## src/rtl/rr_chan_mux.sv

```systemverilog
// Round-robin multiplexer: NCH per-channel FIFOs feeding one registered output.
// Optional per-channel grant counters are enabled by defining RR_CHAN_MUX_STATS_EN.
module rr_chan_mux #(
    parameter int NCH   = 4,
    parameter int W     = 8,
    parameter int DEPTH = 4
) (
    input  logic                     clk,
    input  logic                     rst_n,
    input  logic [NCH-1:0]           in_valid,
    input  logic [NCH*W-1:0]         in_data,
    output logic [NCH-1:0]           in_ready,
    output logic                     out_valid,
    output logic [W-1:0]             out_data,
    output logic [$clog2(NCH)-1:0]   out_chan,
    input  logic                     out_ready
`ifdef RR_CHAN_MUX_STATS_EN
    ,
    output logic [NCH*16-1:0]        grant_cnt
`endif
);

    localparam int CW = $clog2(NCH);
    localparam int AW = $clog2(DEPTH);
    localparam logic [AW:0] FULL = (AW+1)'(DEPTH);

    typedef enum logic {
        EMPTY = 1'b0,
        HOLD  = 1'b1
    } state_t;

    logic [W-1:0]  mem      [NCH][DEPTH];
    logic [AW-1:0] wr_ptr   [NCH];
    logic [AW-1:0] rd_ptr   [NCH];
    logic [AW:0]   cnt      [NCH];

    logic [NCH-1:0] push;
    logic [NCH-1:0] pop_vec;
    logic [NCH-1:0] nonempty;
    logic [CW-1:0]  last_grant;
    logic [CW-1:0]  sel;
    logic [CW-1:0]  idx;
    logic           found;
    logic           loadable;
    logic           pop;
    state_t         state;

    // FIFO status: ready depends only on stored count, never on a same-cycle pop
    always_comb begin
        in_ready = '0;
        nonempty = '0;
        push     = '0;
        for (int c = 0; c < NCH; c++) begin
            in_ready[c] = (cnt[c] != FULL);
            nonempty[c] = (cnt[c] != '0);
            push[c]     = in_valid[c] && (cnt[c] != FULL);
        end
    end

    // Round-robin search starting just after the last granted channel
    always_comb begin
        sel   = '0;
        idx   = '0;
        found = 1'b0;
        for (int i = 1; i <= NCH; i++) begin
            idx = CW'((int'(last_grant) + i) % NCH);
            if (!found && nonempty[idx]) begin
                found = 1'b1;
                sel   = idx;
            end
        end
        loadable = (state == EMPTY) || out_ready;
        pop      = loadable && found;
        pop_vec  = '0;
        for (int c = 0; c < NCH; c++) begin
            pop_vec[c] = pop && (sel == CW'(c));
        end
    end

    // FIFO storage writes (contents need no reset; pointers define validity)
    always_ff @(posedge clk) begin
        for (int c = 0; c < NCH; c++) begin
            if (push[c]) begin
                mem[c][wr_ptr[c]] <= in_data[c*W +: W];
            end
        end
    end

    // FIFO pointers and counts; simultaneous push and pop leave count unchanged
    always_ff @(posedge clk) begin
        if (!rst_n) begin
            for (int c = 0; c < NCH; c++) begin
                wr_ptr[c] <= '0;
                rd_ptr[c] <= '0;
                cnt[c]    <= '0;
            end
        end else begin
            for (int c = 0; c < NCH; c++) begin
                if (push[c]) begin
                    wr_ptr[c] <= wr_ptr[c] + 1'b1;
                end
                if (pop_vec[c]) begin
                    rd_ptr[c] <= rd_ptr[c] + 1'b1;
                end
                cnt[c] <= cnt[c] + (AW+1)'(push[c]) - (AW+1)'(pop_vec[c]);
            end
        end
    end

    // Output stage FSM: loads a word when empty or when the held word is taken
    always_ff @(posedge clk) begin
        if (!rst_n) begin
            state      <= EMPTY;
            out_data   <= '0;
            out_chan   <= '0;
            last_grant <= CW'(NCH - 1);
        end else begin
            unique case (state)
                EMPTY: begin
                    if (pop) begin
                        state      <= HOLD;
                        out_data   <= mem[sel][rd_ptr[sel]];
                        out_chan   <= sel;
                        last_grant <= sel;
                    end
                end
                HOLD: begin
                    if (pop) begin
                        out_data   <= mem[sel][rd_ptr[sel]];
                        out_chan   <= sel;
                        last_grant <= sel;
                    end else if (out_ready) begin
                        state <= EMPTY;
                    end
                end
                default: state <= EMPTY;
            endcase
        end
    end

    assign out_valid = (state == HOLD);

`ifdef RR_CHAN_MUX_STATS_EN
    logic [15:0] gcnt [NCH];

    // Per-channel count of words accepted by the consumer, wrapping at 16 bits
    always_ff @(posedge clk) begin
        if (!rst_n) begin
            for (int c = 0; c < NCH; c++) begin
                gcnt[c] <= '0;
            end
        end else if (out_valid && out_ready) begin
            gcnt[out_chan] <= gcnt[out_chan] + 16'd1;
        end
    end

    // Flatten the counters onto the output bus
    always_comb begin
        grant_cnt = '0;
        for (int c = 0; c < NCH; c++) begin
            grant_cnt[c*16 +: 16] = gcnt[c];
        end
    end
`endif

endmodule

```

## config.mk

```make
export PLATFORM = sky130hd
export DESIGN_NAME = rr_chan_mux
export DESIGN_NICKNAME = d
export VERILOG_FILES = /design/src/rtl/rr_chan_mux.sv
export SDC_FILE = /design/constraint.sdc
export NUM_CORES = 1
export LEC_CHECK = 0
export ABC_CLOCK_PERIOD_IN_PS = 6030
export CAP_MARGIN = 10
export CORE_ASPECT_RATIO = 2
export CORE_MARGIN = 5
export CORE_UTILIZATION = 57
export DETAILED_ROUTE_END_ITERATION = 10
export MAX_ROUTING_LAYER = met4
export PLACE_DENSITY = 0.88
export SLEW_MARGIN = 20
export SYNTH_ARGS = -nofsm -noshare
export SYNTH_HDL_FRONTEND = slang
export SYNTH_SLANG_ARGS = --single-unit
```

## constraint.sdc

```tcl
create_clock -name clk -period 6.03 [get_ports clk]
set_clock_uncertainty 0.15 [all_clocks]
set_input_delay 1.206 -clock clk [delete_from_list [all_inputs] [get_ports clk]]
set_output_delay 1.206 -clock clk [all_outputs]
set_load 0.005 [all_outputs]
```

-- After elaboration in Yosys (flattened, before gate mapping)
Memory sizes are Yosys's and may differ from the RTL's.
Cells that the tools add are included.
- flip-flop bits (word level): 13
- bits in writable memories: 156
- input bits: 39
- output and inout port bits: 15
- word-level logic and storage cells: 166
- memories kept: 4
- memories (memory ; depth ; bits a word ; read ports ; clocked after Yosys merged registers in ; wr ports ; RTL line ; source):
    mem ; 4 ; 32 ; 1 ; 0 ; 4 ; 32 ; logic [W-1:0] mem [NCH][DEPTH];
    cnt ; 4 ; 3 ; 4 ; 0 ; 4 ; 35 ; logic [AW:0] cnt [NCH];
    rd_ptr ; 4 ; 2 ; 5 ; 0 ; 4 ; 34 ; logic [AW-1:0] rd_ptr [NCH];
    wr_ptr ; 4 ; 2 ; 4 ; 0 ; 4 ; 33 ; logic [AW-1:0] wr_ptr [NCH];
- add/sub/neg operators: 20
- magnitude comparators: 13
- equality and inequality tests: 7
- muxes and demuxes: 75
- bitwise logic cells: 18
- reductions and logical operators: 25
- operators with widths (operator ; number):
    $mux 32 ; 4
    $demux 8 s2 ; 4
    $mux 8 ; 7
    $mux 1 ; 37
    $mux 2 ; 13
    $add 2x1->2 const B ; 10
    $bmux 8 s2 ; 1
    $logic_and 1x1->1 ; 16
    $ge 3x3->1 const B ; 5
    $not 2->3 ; 5
    $add 3x1->3 ; 4
    $lt 2x3->1 const B ; 4
    $lt 3x1->1 const B ; 4
    $mux 3 ; 4
    $ne 3x3->1 const B ; 4
    $or 1x1->1 ; 12
    $reduce_bool 3->1 ; 4
    $sub 3x1->3 ; 4
    $bmux 1 s2 ; 4
    $add 2x2->2 const B ; 2
    $eq 2x2->1 const B ; 2
    $logic_not 1->1 ; 3
    $eq 2x1->1 const B ; 1
    $logic_not 2->1 ; 1
    other kinds (3) ; 3

-- Longest topological paths before layout
- depth after elaboration: 19
- depth in mapped cells: 15
- mapped depth without buffers: 13

-- Worst setup path before layout
Ideal clock, no wire load.
- path type: input port to flip-flop
- start point: input out_ready
- end point: memory cnt[3][2] (netlist bit)
- setup time: 0.115 ns
- arrival time: 3.059 ns
- required time: 5.765 ns
- path slack: 2.706 ns
- stages: 12
- buffers on the path: 0
- path through: nor2b_1 > a21oi_1 > nand2_1 > nor2_1 > ha_1 > inv_1 > ha_1 > inv_1 > fa_1 > xnor2_1 > xnor2_1 > and2_1
- RTL lines (what ; RTL line ; source):
    start: declaration ; 16 ; input logic out_ready
    end: declaration ; 35 ;

==> out/results.md <==
| Step | Parameter | Reported |
|---|---|---|
| finish | NumNets Final | 654 |
| detailed routing | Vias/cell | 6.402 |
| timing | Period Utilization, post-route | 67.27% |
| detailed routing | Post-detailed-route count of antenna-violating nets | 0 |
| timing | Setup-violating endpoint count in the final report | 0 |
| run status | Run status | completed |
| clock tree | Clk pin slew, worst setup/hold paths | 0.06 ns |
| setup path | Kind of end point of the critical path | flop |
| timing | Fin Setup TNS | 0 ns |
| setup path | Capture point of the worst reg-to-reg path | out_data[1] |
| setup path | Cell with the biggest individual delay on the critical path | sky130_fd_sc_hd__a21oi_4 |
| finish | Area grow syn2layout | 16.31% |
| floorplan | Chip height | 172.4 um |
| setup path | Critical path class | flop to flop |
| clock tree | CTS-repair resized insts | 0 |
| placement | Half-perimeter wire length after placement | 12010 um |
| yosys | Seq/Total Area, Yosys | 64.19% |
| clock tree | Clock tree root buffer cell | sky130_fd_sc_hd__clkbuf_16 |
| clock tree | TritonCTS Buffers | 17 |
| worst hold path | Hold crit path type | flop to flop |
| pwr | Max VDD drop | 0.5667 mV |
| finish | Diode insertion count for antenna repair | 0 |
| detailed routing | Detailed-route via count | 4827 |
| clock tree | Insertion delay of the later-clocked pin in the worst-skew pair | 0.43 ns |
| setup path | R2r worst-path depth | 8 |
| global routing | Number of global-route vias before repair | 5066 |
| setup path | Worst-path fanout max | 36 |
| floorplan | Die Width | 91.20 um |
| finish | Top library cells by usage in the layout, fill and taps aside | sky130_fd_sc_hd__edfxtp_1 (144), sky130_fd_sc_hd__clkdlybuf4s50_1 (53), sky130_fd_sc_hd__mux2i_1 (38), sky130_fd_sc_hd__nor2_1 (33), sky130_fd_sc_hd__nand2_1 (32) |
| floorplan | Area of the die | 0.01572 mm^2 |
| pwr | Cell Pwr Density | 589.4 mW/mm^2 |
| timing | Final max-slew violation count | 0 |
| floorplan | Core area | 0.01299 mm^2 |
| global routing | Antenna violations before repair | 0 |
| finish | Fraction of layout instances using a drive strength above 1 | 10.30% |
| timing | Maximum operating frequency | 0.2465 GHz |
| setup path | Worst-case register-to-register setup slack | 1.97 ns |
| yosys | Syn Inst Count | 541 |
| global routing | GR Util All Layers | 23.46% |
| placement | # port buffers | 53 |
| floorplan | Row count | 59 |
| detailed routing | Number of remaining DRC errors | 0 |
| finish | Final design instance area without fill | 0.008742 mm^2 |
| finish | Most common cell after layout, fill and taps aside | sky130_fd_sc_hd__edfxtp_1 |
| setup path | Required time of the critical path | 6.19 ns |
| timing | Remaining max-slew budget at the tightest pin | 34.92% |
| global routing | First-pass GRT wire length | 26970 um |
| setup path | Startpoint type of the worst setup path | flop |
| yosys | Number of synthesized register bits | 169 |
| setup path | Worst path top cell family by delay | compound AO/OA/AOI/OAI gates |
| yosys | Avg Synthesized Cell Area | 13.89 um^2 |
| detailed routing | Total detailed-routing wirelength | 17440 um |
| detailed routing | Per-cell routed wire length | 23.14 um |
| placement | Final Wtd Congestion | 0.9001 |
| setup path | Reg2Reg Launch Point | cnt[3][1] |
| finish | Fill cell count | 840 |
| pwr | Leakage | 3.262 nW |
| worst hold path | Min-Delay Endpoint | out_data[4] |
| placement | Cell area reported after detailed placement | 0.008132 mm^2 |
| clock tree | Clock Path Buffers | 2 |
| timing | Pin slew with the least headroom to its limit | 0.9740 ns |
| worst hold path | Worst Hold Path Cells | 1 |
| yosys | Syn Nets | 606 |
| yosys | Number of warnings issued by yosys | 0 |
| finish | Sequential cell area | 0.004825 mm^2 |
| yosys | Mapped cell area | 0.007516 mm^2 |
| run | MaxCap Viol Count | 0 |
| global routing | Pin count of the biggest net entering global routing | 40 |
| clock tree | Number of setup buffers added after CTS | 0 |
| clock tree | Count of hold-fix buffers inserted at cts | 0 |
| setup path | Worst stage delay on the critical path | 0.82 ns |
| clock tree | TritonCTS clock tree | built |
| yosys | Post-synth cell types | 44 |
| clock tree | # clock sinks | 169 |
| detailed routing | Initial DRC Count | 624 |
| detailed routing | Drt pass-1 iters | 6 |
| worst hold path | Launch instance of the worst min-delay path | out_data[4] |
| setup path | Worst path cell trace | nor3_4 > o221ai_2 > a21oi_4 > buf_4 > a21oi_1 > a21oi_2 > a211oi_1 > a211o_1 |
| finish | Area occupied by multi-input gates | 0.002470 mm^2 |
| setup path | Endpoint arrival time on the critical path | 4.22 ns |
| clock tree | CTS H-Tree Depth | 4 |
| global routing | Gr ovfl total | 0 |
| timing | Post-layout min period | 4.056 ns |
| timing | Hold Violations, Final | 0 |
| timing | Unrepaired setup endpoints after global routing | no |
| setup path | Buffer and inverter count on the worst path | 1 |
| floorplan | Starting utilization of the core area | 57.85% |
| floorplan | Count of boundary I/O pins | 54 |
## cells by family (layout without fill, tap and decap cells)
family | Yosys count | count (layout) | share of synthesized area (%)
compound gates | 88 | 88 | 9.090
xor+xnor | 13 | 13 | 1.515
fa+ha+maj | 26 | 26 | 4.728
buf+inv | 50 | 111 | 3.096
flops | 169 | 169 | 64.19
mux | 54 | 54 | 7.458
simple gates | 141 | 141 | 9.922
## report_power, final
group / total, mW / switching (mW) / internal [mW] / leakage [nW]
registers: 1.62 / 0.142 / 1.48 / 1.55
logic: 2.42 / 1.43 / 0.994 / 1.42
clock network: 1.11 / 0.445 / 0.667 / 0.290
total: 5.15 / 2.01 / 3.14 / 3.26
## through the flow
stage               setup slack, ns  std cells  util [%]  power [mW]  hold WS (ns)
detailed placement            1.947        722     62.59       3.986        0.3104
global route                  1.816        754     67.29       5.400        0.3443
finish                        1.974        754     67.29       5.152        0.3216
CTS                           2.073        754     67.29       5.126        0.3214
global placement              2.125        722     62.59       3.860        0.3136
floorplan                     2.706        541         -       3.432        0.3100
## flip-flops by register name (all words and copies together) (netlist names)
signal / flops
mem: 128
wr_ptr: 8
out_valid: 1
out_chan: 2
last_grant: 2
rd_ptr: 8
cnt: 12
out_data: 8
## final cells by class
cell class / count / area share [%]
sequential: 169 / 55.19
multi-input combinational: 322 / 28.25
timing repair buffer: 58 / 6.498
clock buffer: 19 / 5.067
tap: 152 / 2.175
clock inverter: 13 / 1.918
inverter: 21 / 0.9017
## layer usage
metal  wire [um]  track usage, %  vias to the layer above
li1            -               -                     2136
met5           0               -                        -
met4         703           10.92                        0
met3        1023           5.224                       66
met2        9647           41.26                      266
met1        6069           24.90                     2359
## how the worst max path moves through the flow
stage                          from     endpoint  slack, ns  cells past startpoint
after floorplan           out_ready    cnt[3][2]       2.71                     12
final                     cnt[3][1]  out_data[1]       1.97                      8
after global placement    out_ready    cnt[3][2]       2.13                     13
after CTS                 cnt[3][1]  out_data[1]       2.07                      8
after detailed placement  out_ready    cnt[3][2]       1.95                     13
after global routing      cnt[1][0]  out_data[1]       1.82                      8
## synth_stat cells
master,number,area share [%]
sky130_fd_sc_hd__nand2b_1,5,0.42
sky130_fd_sc_hd__o2bb2ai_1,1,0.12
sky130_fd_sc_hd__o211ai_1,2,0.20
sky130_fd_sc_hd__nor2_1,33,1.6
sky130_fd_sc_hd__mux2_2,16,2.4
sky130_fd_sc_hd__buf_1,1,0.050
sky130_fd_sc_hd__dfxtp_1,25,6.7
sky130_fd_sc_hd__and3_1,24,2.0
sky130_fd_sc_hd__a211o_1,8,0.93
sky130_fd_sc_hd__a21o_1,2,0.20
sky130_fd_sc_hd__or3_4,2,0.30
sky130_fd_sc_hd__and2_1,16,1.3
sky130_fd_sc_hd__ha_1,22,3.7
sky130_fd_sc_hd__a221oi_1,7,0.82
sky130_fd_sc_hd__xnor2_1,11,1.3
sky130_fd_sc_hd__fa_1,4,1.1
sky130_fd_sc_hd__a22o_1,8,0.93
sky130_fd_sc_hd__buf_2,12,0.80
sky130_fd_sc_hd__buf_6,2,0.30
sky130_fd_sc_hd__a211oi_4,2,0.53
sky130_fd_sc_hd__o221ai_2,2,0.40
sky130_fd_sc_hd__and2_0,1,0.083
sky130_fd_sc_hd__nand2_1,32,1.6
sky130_fd_sc_hd__xor2_1,2,0.23
sky130_fd_sc_hd__nor3_4,2,0.43
sky130_fd_sc_hd__o32a_1,9,1.2
sky130_fd_sc_hd__nor2b_1,3,0.25
sky130_fd_sc_hd__buf_4,4,0.40
sky130_fd_sc_hd__o21ai_0,7,0.47
sky130_fd_sc_hd__edfxtp_1,144,58
sky130_fd_sc_hd__clkbuf_1,10,0.50
sky130_fd_sc_hd__a211oi_1,12,1.2
sky130_fd_sc_hd__a21boi_0,1,0.10
sky130_fd_sc_hd__mux2i_1,38,5.1
sky130_fd_sc_hd__nor4_1,16,1.3
sky130_fd_sc_hd__o21ai_1,2,0.13
sky130_fd_sc_hd__a21oi_2,2,0.23
sky130_fd_sc_hd__o21bai_1,1,0.10
sky130_fd_sc_hd__o21a_1,2,0.20
sky130_fd_sc_hd__nor3_1,1,0.067
sky130_fd_sc_hd__nand3_1,2,0.13
sky130_fd_sc_hd__a21oi_1,20,1.3
sky130_fd_sc_hd__or3_1,4,0.33
sky130_fd_sc_hd__inv_1,21,1.0
## worst reg2reg max path, stage by stage (launching register included)
cell                       delay, ns
sky130_fd_sc_hd__dfxtp_1        0.38
sky130_fd_sc_hd__nor3_4         0.35
sky130_fd_sc_hd__o221ai_2       0.23
sky130_fd_sc_hd__a21oi_4        0.82
sky130_fd_sc_hd__buf_4          0.58
sky130_fd_sc_hd__a21oi_1        0.16
sky130_fd_sc_hd__a21oi_2        0.75
sky130_fd_sc_hd__a211oi_1       0.21
sky130_fd_sc_hd__a211o_1        0.33
Power figures use the tool's default switching activity.
==> patch: new RTL, same settings <==
The parameter `W` goes from 8 to 12.
--- a/src/rtl/rr_chan_mux.sv
+++ b/src/rtl/rr_chan_mux.sv
@@ -4,3 +4,3 @@
     parameter int NCH   = 4,
-    parameter int W     = 8,
+    parameter int W     = 12,
     parameter int DEPTH = 4
Ports: changed (resized in_data and out_data); port bits go from 54 to 74. The function was not compared with the original's and may differ.
==> patch against the original RTL <==
  * Area after synthesis up 38%
  * Utilization down 0.33 points
  * Power up 38%
  * Sequential cell count up 68
  * Design area up 36%
  * Worst hold slack better by 0.0036 ns
  * Routed wire length up 39%
  * Worst setup slack worse by 0.14 ns
  * Highest routed layer unchanged
==> patch: results (changes against the original RTL) <==
outcome finished clean (unchanged); detailed placement HPWL 16.7 mm (was 12.0 mm); DR vias/cell 6.35 (was 6.40); Root Buffer Master clkbuf_16 (unchanged); Fillers 1170 (was 840); number of synthesized flops with an enable pin 208 (was 144); worst-path fanout max 35 (was 36); GPL Wtd Cong 0.921 (was 0.900); # diodes 0 (unchanged); clock latency on the worst-skew pair 0.50 ns (was 0.43 ns); layout net count 818 (was 654); part of the Yosys area used for sequential elements 66.1% (was 64.2%); Clk pin slew, worst setup/hold paths 0.07 ns; asr flop ratio synth 0% (unchanged); antenna violations before repair 0 (unchanged); First-pass DRT Iterations 6 (unchanged); Worst Path Arrival 4.44 ns (was 4.22 ns); IR drop worst, VDD 0.000676 V (was 0.000567 V); Clock Path Buffers 3 (was 2); postcts setup bufs 0 (unchanged); vias in the first global route 6458 (was 5066); Netlist cell types 42 (was 44); TritonCTS buffer count 20 (was 17); top cells by count, synth edfxtp_1, mux2i_1, a211oi_1 (was edfxtp_1, mux2i_1, nor2_1); Static Leak 4.41 nW (was 3.26 nW); first-pass GRT wire length 36.8 mm (was 27.0 mm); initial DRC count 563 (was 624); DRT Wirelength 24.3 mm (was 17.4 mm); Largest register FFs 192 (was 128); htree depth 1 (was 4); dominant cells by area after synthesis edfxtp_1, mux2i_1, dfxtp_1 (was edfxtp_1, dfxtp_1, mux2i_1); share of layout cells above drive strength 1 8.80% (was 10.3%); Total GRT Usage 23.3% (was 23.5%); pre-CTS worst setup slack 1.53 ns (was 1.95 ns); Slew HR 36.0% (was 34.9%); number of I/O port buffers 73 (was 53); Net Count, Synth 754 (was 606); largest net degree at the start of global routing 65 (was 40)
==> patch: cell types whose count changed in the layout (fill, tap and decap cells not counted), sizes merged, moves of 16 or more <==
cell | before | now
clkdlybuf4s50 | 53 | 73
nor4 | 16 | 0
edfxtp | 144 | 208
mux2 | 16 | 0
a211oi | 14 | 63
a21oi | 22 | 0
nand2 | 32 | 13
o31a | 0 | 28
mux2i | 38 | 120
==> patch: cell families (layout without fill, tap and decap cells) <==
family          count (synthesis)  after routing  synth area share [%]
simple gates                   94             94                  5.08
buf+inv                        60            138                  2.86
flops                         237            237                  66.1
xor+xnor                       13             13                  1.10
fa+ha+maj                      27             27                  3.56
compound gates                121            121                  9.72
mux                           120            120                  11.6
==> patch: through the flow <==
stage / power (mW) / instances / cell area (sq um) / util (%)
final: 7.10 / 963 / 11900 / 67.0
after floorplan: 4.93 / 672 / 10300 / -
after detailed placement: 5.70 / 927 / 11200 / 63.0
after CTS: 7.07 / 963 / 11900 / 66.9
after global routing: 7.43 / 963 / 11900 / 67.0
after global placement: 5.51 / 927 / 11200 / 63.0
==> patch: power breakdown <==
group	switching, mW	internal (mW)	leakage, nW
clock	0.567	0.779	0.342
sequential	0.142	2.06	2.17
combinational	2.09	1.46	1.90
==> patch: routing by layer <==
layer,wire length (um),part of all wire [%],vias to the layer above,GRT usage [%]
met3,1530,6.3,85,3.32
met5,0,0,-,-
met2,13200,54,342,40.8
met4,1150,4.7,0,10.5
li1,-,-,2723,-
met1,8400,35,2965,25.9
==> patch: path summary, 6_finish.rpt <==
path | startpoint | endpoint | slack [ns] | depth (start not counted)
worst max-delay path | cnt[1][1] | out_data[4] | 1.83 | 9
worst min-delay path | out_chan[1] | out_chan[1] | 0.33 | 2
worst max register to register | cnt[1][1] | out_data[4] | 1.83 | 9
worst min register to register | out_chan[1] | out_chan[1] | 0.33 | 2
==> patch: area by class of cell <==
cell class                 instances  share of cell area, %
clock buffer                      28                   4.97
clock inverter                     8                  0.904
inverter                          20                  0.630
multi-input combinational        375                   27.2
sequential                       237                   57.3
tap                              213                   2.24
timing repair buffer              82                   6.70
==> patch: critical path: stages (launching register included) <==
cell,delay [ns]
dfxtp_1,0.37
nor3_2,0.47
o32ai_4,0.16
buf_4,0.27
nor3_2,0.31
buf_4,0.51
a211o_1,0.63
and2_2,0.70
mux2i_1,0.17
a211oi_1,0.30
